$ cat config.mk
export PLATFORM = sky130hd
export DESIGN_NAME = piso_shift_tx
export DESIGN_NICKNAME = d
export VERILOG_FILES = /design/src/rtl/piso_shift_tx.sv
export SDC_FILE = /design/constraint.sdc
export NUM_CORES = 1
export LEC_CHECK = 0
export CAP_MARGIN = 20
export CORE_AREA = 3 3 40 42
export DETAILED_ROUTE_END_ITERATION = 7
export DIE_AREA = 0 0 43 45
export GPL_TIMING_DRIVEN = 1
export PLACE_DENSITY = 0.54
export SETUP_SLACK_MARGIN = 0.2
export SLEW_MARGIN = 20
export SYNTH_ARGS = -nofsm -noshare
export SYNTH_HDL_FRONTEND = slang
export SYNTH_SLANG_ARGS = --single-unit
export TNS_END_PERCENT = 30
$ cat constraint.sdc
create_clock -name clk -period 1.4 [get_ports clk]
set_input_delay 0.21 -clock clk [delete_from_list [all_inputs] [get_ports clk]]
set_output_delay 0.21 -clock clk [all_outputs]
set_load 0.05 [all_outputs]
$ cat src/rtl/piso_shift_tx.sv
`default_nettype none
// ============================================================================
// Module      : piso_shift_tx
// Description : Parallel-in serial-out transmitter. Takes a WIDTH-bit word
//               through a valid/ready handshake and shifts it out one bit
//               per clock with a framing strobe. Words can follow each other
//               with no idle gap: the next word is accepted in the last-bit
//               cycle of the current one.
// Ports       : clk         - rising-edge clock
//               reset       - synchronous, active-high reset
//               data_in     - parallel word, sampled only on an accept edge
//               load_valid  - producer has a word on data_in
//               load_ready  - transmitter can take a word this cycle
//               serial_out  - serial data bit (IDLE_LEVEL outside a frame)
//               frame_out   - high while serial_out carries a data bit
//               busy        - high while a frame is in progress
//               done        - one-cycle pulse during the last bit of a word
// Revision    : 1.0 - initial release
// ============================================================================
module piso_shift_tx #(
  parameter int   WIDTH      = 4,
  parameter bit   MSB_FIRST  = 1'b1,
  parameter logic IDLE_LEVEL = 1'b1
) (
  input  logic             clk,
  input  logic             reset,
  input  logic [WIDTH-1:0] data_in,
  input  logic             load_valid,
  output logic             load_ready,
  output logic             serial_out,
  output logic             frame_out,
  output logic             busy,
  output logic             done
);

  localparam int               CNT_W  = $clog2(WIDTH);
  localparam logic [CNT_W-1:0] C_LAST = CNT_W'(WIDTH - 1);

  typedef enum logic [0:0] {
    IDLE  = 1'b0,
    SHIFT = 1'b1
  } state_t;

  state_t           r_state;
  logic [WIDTH-1:0] r_shreg;
  logic [CNT_W-1:0] r_cnt;

  logic             w_last;
  logic             w_cur_bit;
  logic [WIDTH-1:0] w_shifted;

  // The output end of the shift register depends on bit order; the register
  // always moves toward that end so the current bit sits in a fixed position.
  generate
    if (MSB_FIRST) begin : g_msb_first
      assign w_cur_bit = r_shreg[WIDTH-1];
      assign w_shifted = {r_shreg[WIDTH-2:0], 1'b0};
    end else begin : g_lsb_first
      assign w_cur_bit = r_shreg[0];
      assign w_shifted = {1'b0, r_shreg[WIDTH-1:1]};
    end
  endgenerate

  assign w_last = (r_state == SHIFT) && (r_cnt == C_LAST);

  // Outputs decode only from state, counter and shift register, so there is
  // no combinational path from load_valid or data_in to any output.
  assign load_ready = (r_state == IDLE) || w_last;
  assign serial_out = (r_state == SHIFT) ? w_cur_bit : IDLE_LEVEL;
  assign frame_out  = (r_state == SHIFT);
  assign busy       = (r_state == SHIFT);
  assign done       = w_last;

  always_ff @(posedge clk) begin
    if (reset) begin
      r_state <= IDLE;
      r_shreg <= '0;
      r_cnt   <= '0;
    end else begin
      case (r_state)
        IDLE: begin
          if (load_valid) begin
            r_shreg <= data_in;
            r_cnt   <= '0;
            r_state <= SHIFT;
          end
        end
        SHIFT: begin
          if (w_last) begin
            // Last bit: reload for a gap-free frame or fall back to IDLE.
            if (load_valid) begin
              r_shreg <= data_in;
              r_cnt   <= '0;
            end else begin
              r_shreg <= w_shifted;
              r_cnt   <= '0;
              r_state <= IDLE;
            end
          end else begin
            r_shreg <= w_shifted;
            r_cnt   <= r_cnt + CNT_W'(1);
          end
        end
        default: begin
          r_state <= IDLE;
          r_shreg <= '0;
          r_cnt   <= '0;
        end
      endcase
    end
  end

endmodule
`default_nettype wire
# Word level (Yosys, flattened, before mapping)
# Index checks and enable logic that the tools add are counted.
[totals]
regBits = 7
inputBits = 7
elab_cells = 20
[op_classes]
bitwise_logic = 1
n_mux = 11
eq_ne = 2
n_reduce_logical = 2
addsub = 1
[ops]
columns = ["op", "count"]
rows = [
  ["$mux 4", 3],
  ["$pmux 4 s2", 1],
  ["$mux 2", 2],
  ["$pmux 2 s2", 1],
  ["$mux 1", 3],
  ["$add 2x1->2 const B", 1],
  ["$eq 2x2->1 const B", 1],
  ["$ne 2x2->1 const B", 1],
  ["$pmux 1 s2", 1],
  ["$logic_and 1x1->1", 1],
  ["$logic_or 1x1->1", 1],
  ["$not 1->1", 1],
]

# Logic depth before layout (Yosys ltp)
[logic_depth]
word_depth = 4
depth_mapped = 4
ltp_nobuf = 4

# Worst setup path before layout
# No wires, ideal clock.
[synth_path]
kind = "reg-to-reg"
start = "reg r_state (netlist: busy)"
end = "reg r_cnt[0]"
path_stages_with_launch = 4
arrival_ns = 1.504
path_slack_ns = -0.162
setup_ns = 0.058
path_buffers = 0
synth_period_minus_slack_ns = 1.562
path_cell_list = "dfxtp_1 > or2b_1 > mux2i_1 > and2b_1"
[synth_between]
elab_chain_len = 3
word_cells_on_any_way = 5
cone_classes = "eq/ne: 1; mux: 2; bitwise: 1; reduce/logical: 1"
[synth_lines]
columns = ["element", "line", "source"]
rows = [
  ["from (decl)", "44", "state_t r_state;"],
  ["from (signal assigned)", "76", "r_state <= IDLE;"],
  ["from (signal assigned)", "85", "r_state <= SHIFT;"],
  ["from (signal assigned)", "97", "r_state <= IDLE;"],
  ["$logic_and 1x1->1", "64", "assign w_last = (r_state == SHIFT) && (r_cnt == C_LAST);"],
  ["$mux 2", "89", "if (w_last) begin"],
  ["$pmux 2 s2", "80", "case (r_state)"],
  ["to (signal assigned)", "101", "r_cnt <= r_cnt + CNT_W'(1);"],
  ["to (decl)", "46", "logic [CNT_W-1:0] r_cnt;"],
]
# Parallel ways exist; a longest one is shown, timed or not.
# A chain may end at the register's enable or synchronous reset.

# Worst setup path in the final report
[layout_path]
start = "reg r_cnt[1]"
end = "out load_ready"
[layout_between]
elab_chain_len = 3
[layout_lines]
columns = ["element", "line", "source"]
rows = [
  ["$eq 2x2->1", "64", ""],
  ["$logic_and 1x1->1", "64", ""],
  ["$logic_or 1x1->1", "68", "assign load_ready = (r_state == IDLE) || w_last;"],
  ["to (decl)", "29", "output logic load_ready,"],
]
# Every way passes these cells.

==> impl_metrics.yaml <==
clocking:
  cts.clk_slew.worst_paths_ns: 0.05
  cts_buffers: 3
  clock-sinks: 7
  worstSkewPairLatency_ns: 0.26
  root_buffer: "clkbuf_4"
  cts-htree-levels: 1
  tritoncts: "built"
  clockBufferDepth: 2
power_and_ir_drop:
  p_leak_nw: 0.253
  swShare_pct: 28.8
  seq_power_share_pct: 40.1
  p_per_area_nw_per_um2: 953
  finalPower_mw: 0.573
  clkPwrFrac_pct: 32.9
  p_comb_share_pct: 27.0
  ir_drop_v: 0.000444
  switchingPower_mw: 0.165
  p_int_mw: 0.408
global_route:
  grt_max_degree: 11
  grt.overflow.total: 0
  grt_pass1_wl_um: 1440
  grt_pass1_vias: 350
  antenna_found_initial: 0
  globalRouteTotalUtil_pct: 11.2
timing:
  maxSlewHeadroom_pct: 82.1
  finalCritPeriodShare_pct: 98.5
  worst_pin_slew_ns: 0.267
  final.setup_skew_ns: 0.00244
  drv_slew: 0
  min_period_ns: 1.38
  rsz0062_at_grt: "true"
  setup_viol_count_final: 0
  hold_viol: 0
  max_freq_ghz: 0.725
  setup_ws_ns: 0.0204
place:
  place_hpwl_um: 593
  routabilityCongestion: 0.720
  port_buffers: 11
  dp_slack_ns: -0.0491
synthesis:
  synthCells: 35
  synth_area_um2: 345
  ys_seq_area_share_pct: 40.6
  synth_nets: 43
  ys_seq_elements: 7
  ys_types: 17
  yosysWarnings: 0
  syn_area_per_cell_um2: 9.87
floorplan:
  dieArea_um2: 1940
  start_util_pct: 26.9
  rows: 13
  dieHeight_um: 45
  core_um2: 1280
  io_pins: 12
  die_w_um: 43
route:
  wirelength_um: 866
  dr_total_vias: 318
  drt-vias-per-instance: 4.68
  dr.pass1.iters: 4
  wl_per_cell_um: 12.7
  drt_iter0_drc: 7
  drt.antenna.violating_nets: 0
  drc: 0
setup_path:
  critPathTopFamily: "flip-flops"
  rrSetupSlack_ns: 0.08
  cpPeakStageDelay_ns: 0.34
  end_kind: "output pin"
  path_class: "flop to output pin"
  arrival_ns: 1.17
  worstPathMaxFanout: 3
  crit_buf_inv: 1
  crit_path_start_kind: "flop"
  required_ns: 1.19
  crit_slowest_cell: "dfxtp_2"
  path_cells: "ha_4 > or2b_4 > buf_8"
cells_and_area:
  antennaDiodeCount: 0
  area_growth_syn_to_layout_pct: 74.3
  fillers: 123
  drive_gt1_share_pct: 43.4
  nNetsFinal: 62
outcome:
  outcome: "completed"
flow_run:
  max_cap_violations: 0
hold_path:
  hold_class: "flop to flop"
-- layout by cell type (no fill, tap or decap), types with 2 or more instances in the layout --
cell type | netlist | routed
a211oi_1 | 3 | 2
a21oi_1 | 2 | 2
buf_12 | 0 | 4
buf_4 | 1 | 5
clkbuf_4 | 0 | 3
clkdlybuf4s50_1 | 0 | 6
dfxtp_1 | 7 | 4
dfxtp_2 | 0 | 2
mux2i_1 | 5 | 4
nor2_1 | 5 | 5
-- power by group through the flow --
stage | sequential, mW | clock, mW | combinational, mW
after global routing | 0.231 | 0.211 | 0.162
after global placement | 0.230 | 0 | 0.134
after detailed placement | 0.231 | 0 | 0.138
final | 0.230 | 0.189 | 0.155
after CTS | 0.229 | 0.199 | 0.149
after floorplan | 0.233 | 0 | 0.0708
-- final cells by class --
class,count,area [um2],area share [%]
multi-input cells,25,214,35.6
clock buffers,4,26.3,4.37
well taps,15,18.8,3.12
flip-flops and latches,7,146,24.3
inverters,1,3.75,0.624
repair buffers,16,193,32.0
-- logic make-up (layout without fill, tap and decap cells) --
family	Yosys count	in the layout	share of synthesized area, %
compound gates	7	7	17.0
fa+ha+maj	1	1	3.62
buf+inv	3	21	4.71
flops	7	7	40.6
mux	5	5	14.5
simple gates	12	12	19.6
-- state kept, by name, indices dropped and copies added (netlist names) --
| signal | cells |
|---|---|
| r_cnt | 2 |
| r_shreg | 4 |
| busy | 1 |
-- cell usage after synthesis --
master | instances | area [um2]
or2_2 | 1 | 6.26
a21boi_4 | 1 | 18.8
a211oi_1 | 3 | 22.5
nand3_1 | 1 | 5.00
nor2_1 | 5 | 18.8
ha_1 | 1 | 12.5
o21a_1 | 1 | 7.51
dfxtp_1 | 7 | 140
inv_1 | 1 | 3.75
nor3b_1 | 1 | 7.51
or2b_1 | 2 | 15.0
buf_4 | 1 | 7.51
and2b_1 | 1 | 7.51
clkbuf_2 | 1 | 5.00
and2_2 | 1 | 7.51
mux2i_1 | 5 | 50.1
a21oi_1 | 2 | 10.0
-- worst paths after layout --
check                          startpoint                       to  cells after the start
setup / recovery    r_cnt[1]$_SDFFE_PP0P_               load_ready                      3
hold / removal    r_shreg[1]$_SDFFE_PP0P_  r_shreg[1]$_SDFFE_PP0P_                      2
setup reg to reg    r_cnt[1]$_SDFFE_PP0P_  r_shreg[2]$_SDFFE_PP0P_                      5
hold reg to reg   r_shreg[1]$_SDFFE_PP0P_  r_shreg[1]$_SDFFE_PP0P_                      2
-- routing by layer --
metal	track usage, %	share of wire, %	vias to the layer above
met3	5.18	5.7	6
li1	-	-	157
met1	8.92	36	141
met4	14.5	5.0	0
met5	0	0	-
met2	18.0	53	14
-- worst reg2reg max path, cell delays in order, from the launching register on --
cell and delay, ns:
dfxtp_2 0.34, ha_4 0.17, buf_4 0.14, a21boi_4 0.22, mux2i_2 0.25, a211oi_2 0.09
-- timing repair --
| action | in CTS | in global routing |
|---|---|---|
| pin swaps | 1 | 4 |
| hold buffers | 0 | 0 |
| setup endpoints to repair | 7 | 7 |
| cloned | 0 | 0 |
| setup buffers | 3 | 0 |
| gates resized for setup | 6 | 2 |
-- through the flow --
| stage | util (%) | area [um2] | setup TNS, ns | cells | hold slack [ns] |
|---|---|---|---|---|---|
| after floorplan | - | 353 | 0 | 35 | 0.269 |
| after global placement | 40.6 | 522 | 0 | 61 | 0.487 |
| after detailed placement | 40.6 | 522 | -0.0575 | 61 | 0.497 |
| after CTS | 46.2 | 593 | 0 | 68 | 0.504 |
| after global routing | 46.8 | 602 | -0.0114 | 68 | 0.533 |
| final | 46.8 | 602 | 0 | 68 | 0.513 |
(Power assumes the default switching activity.)
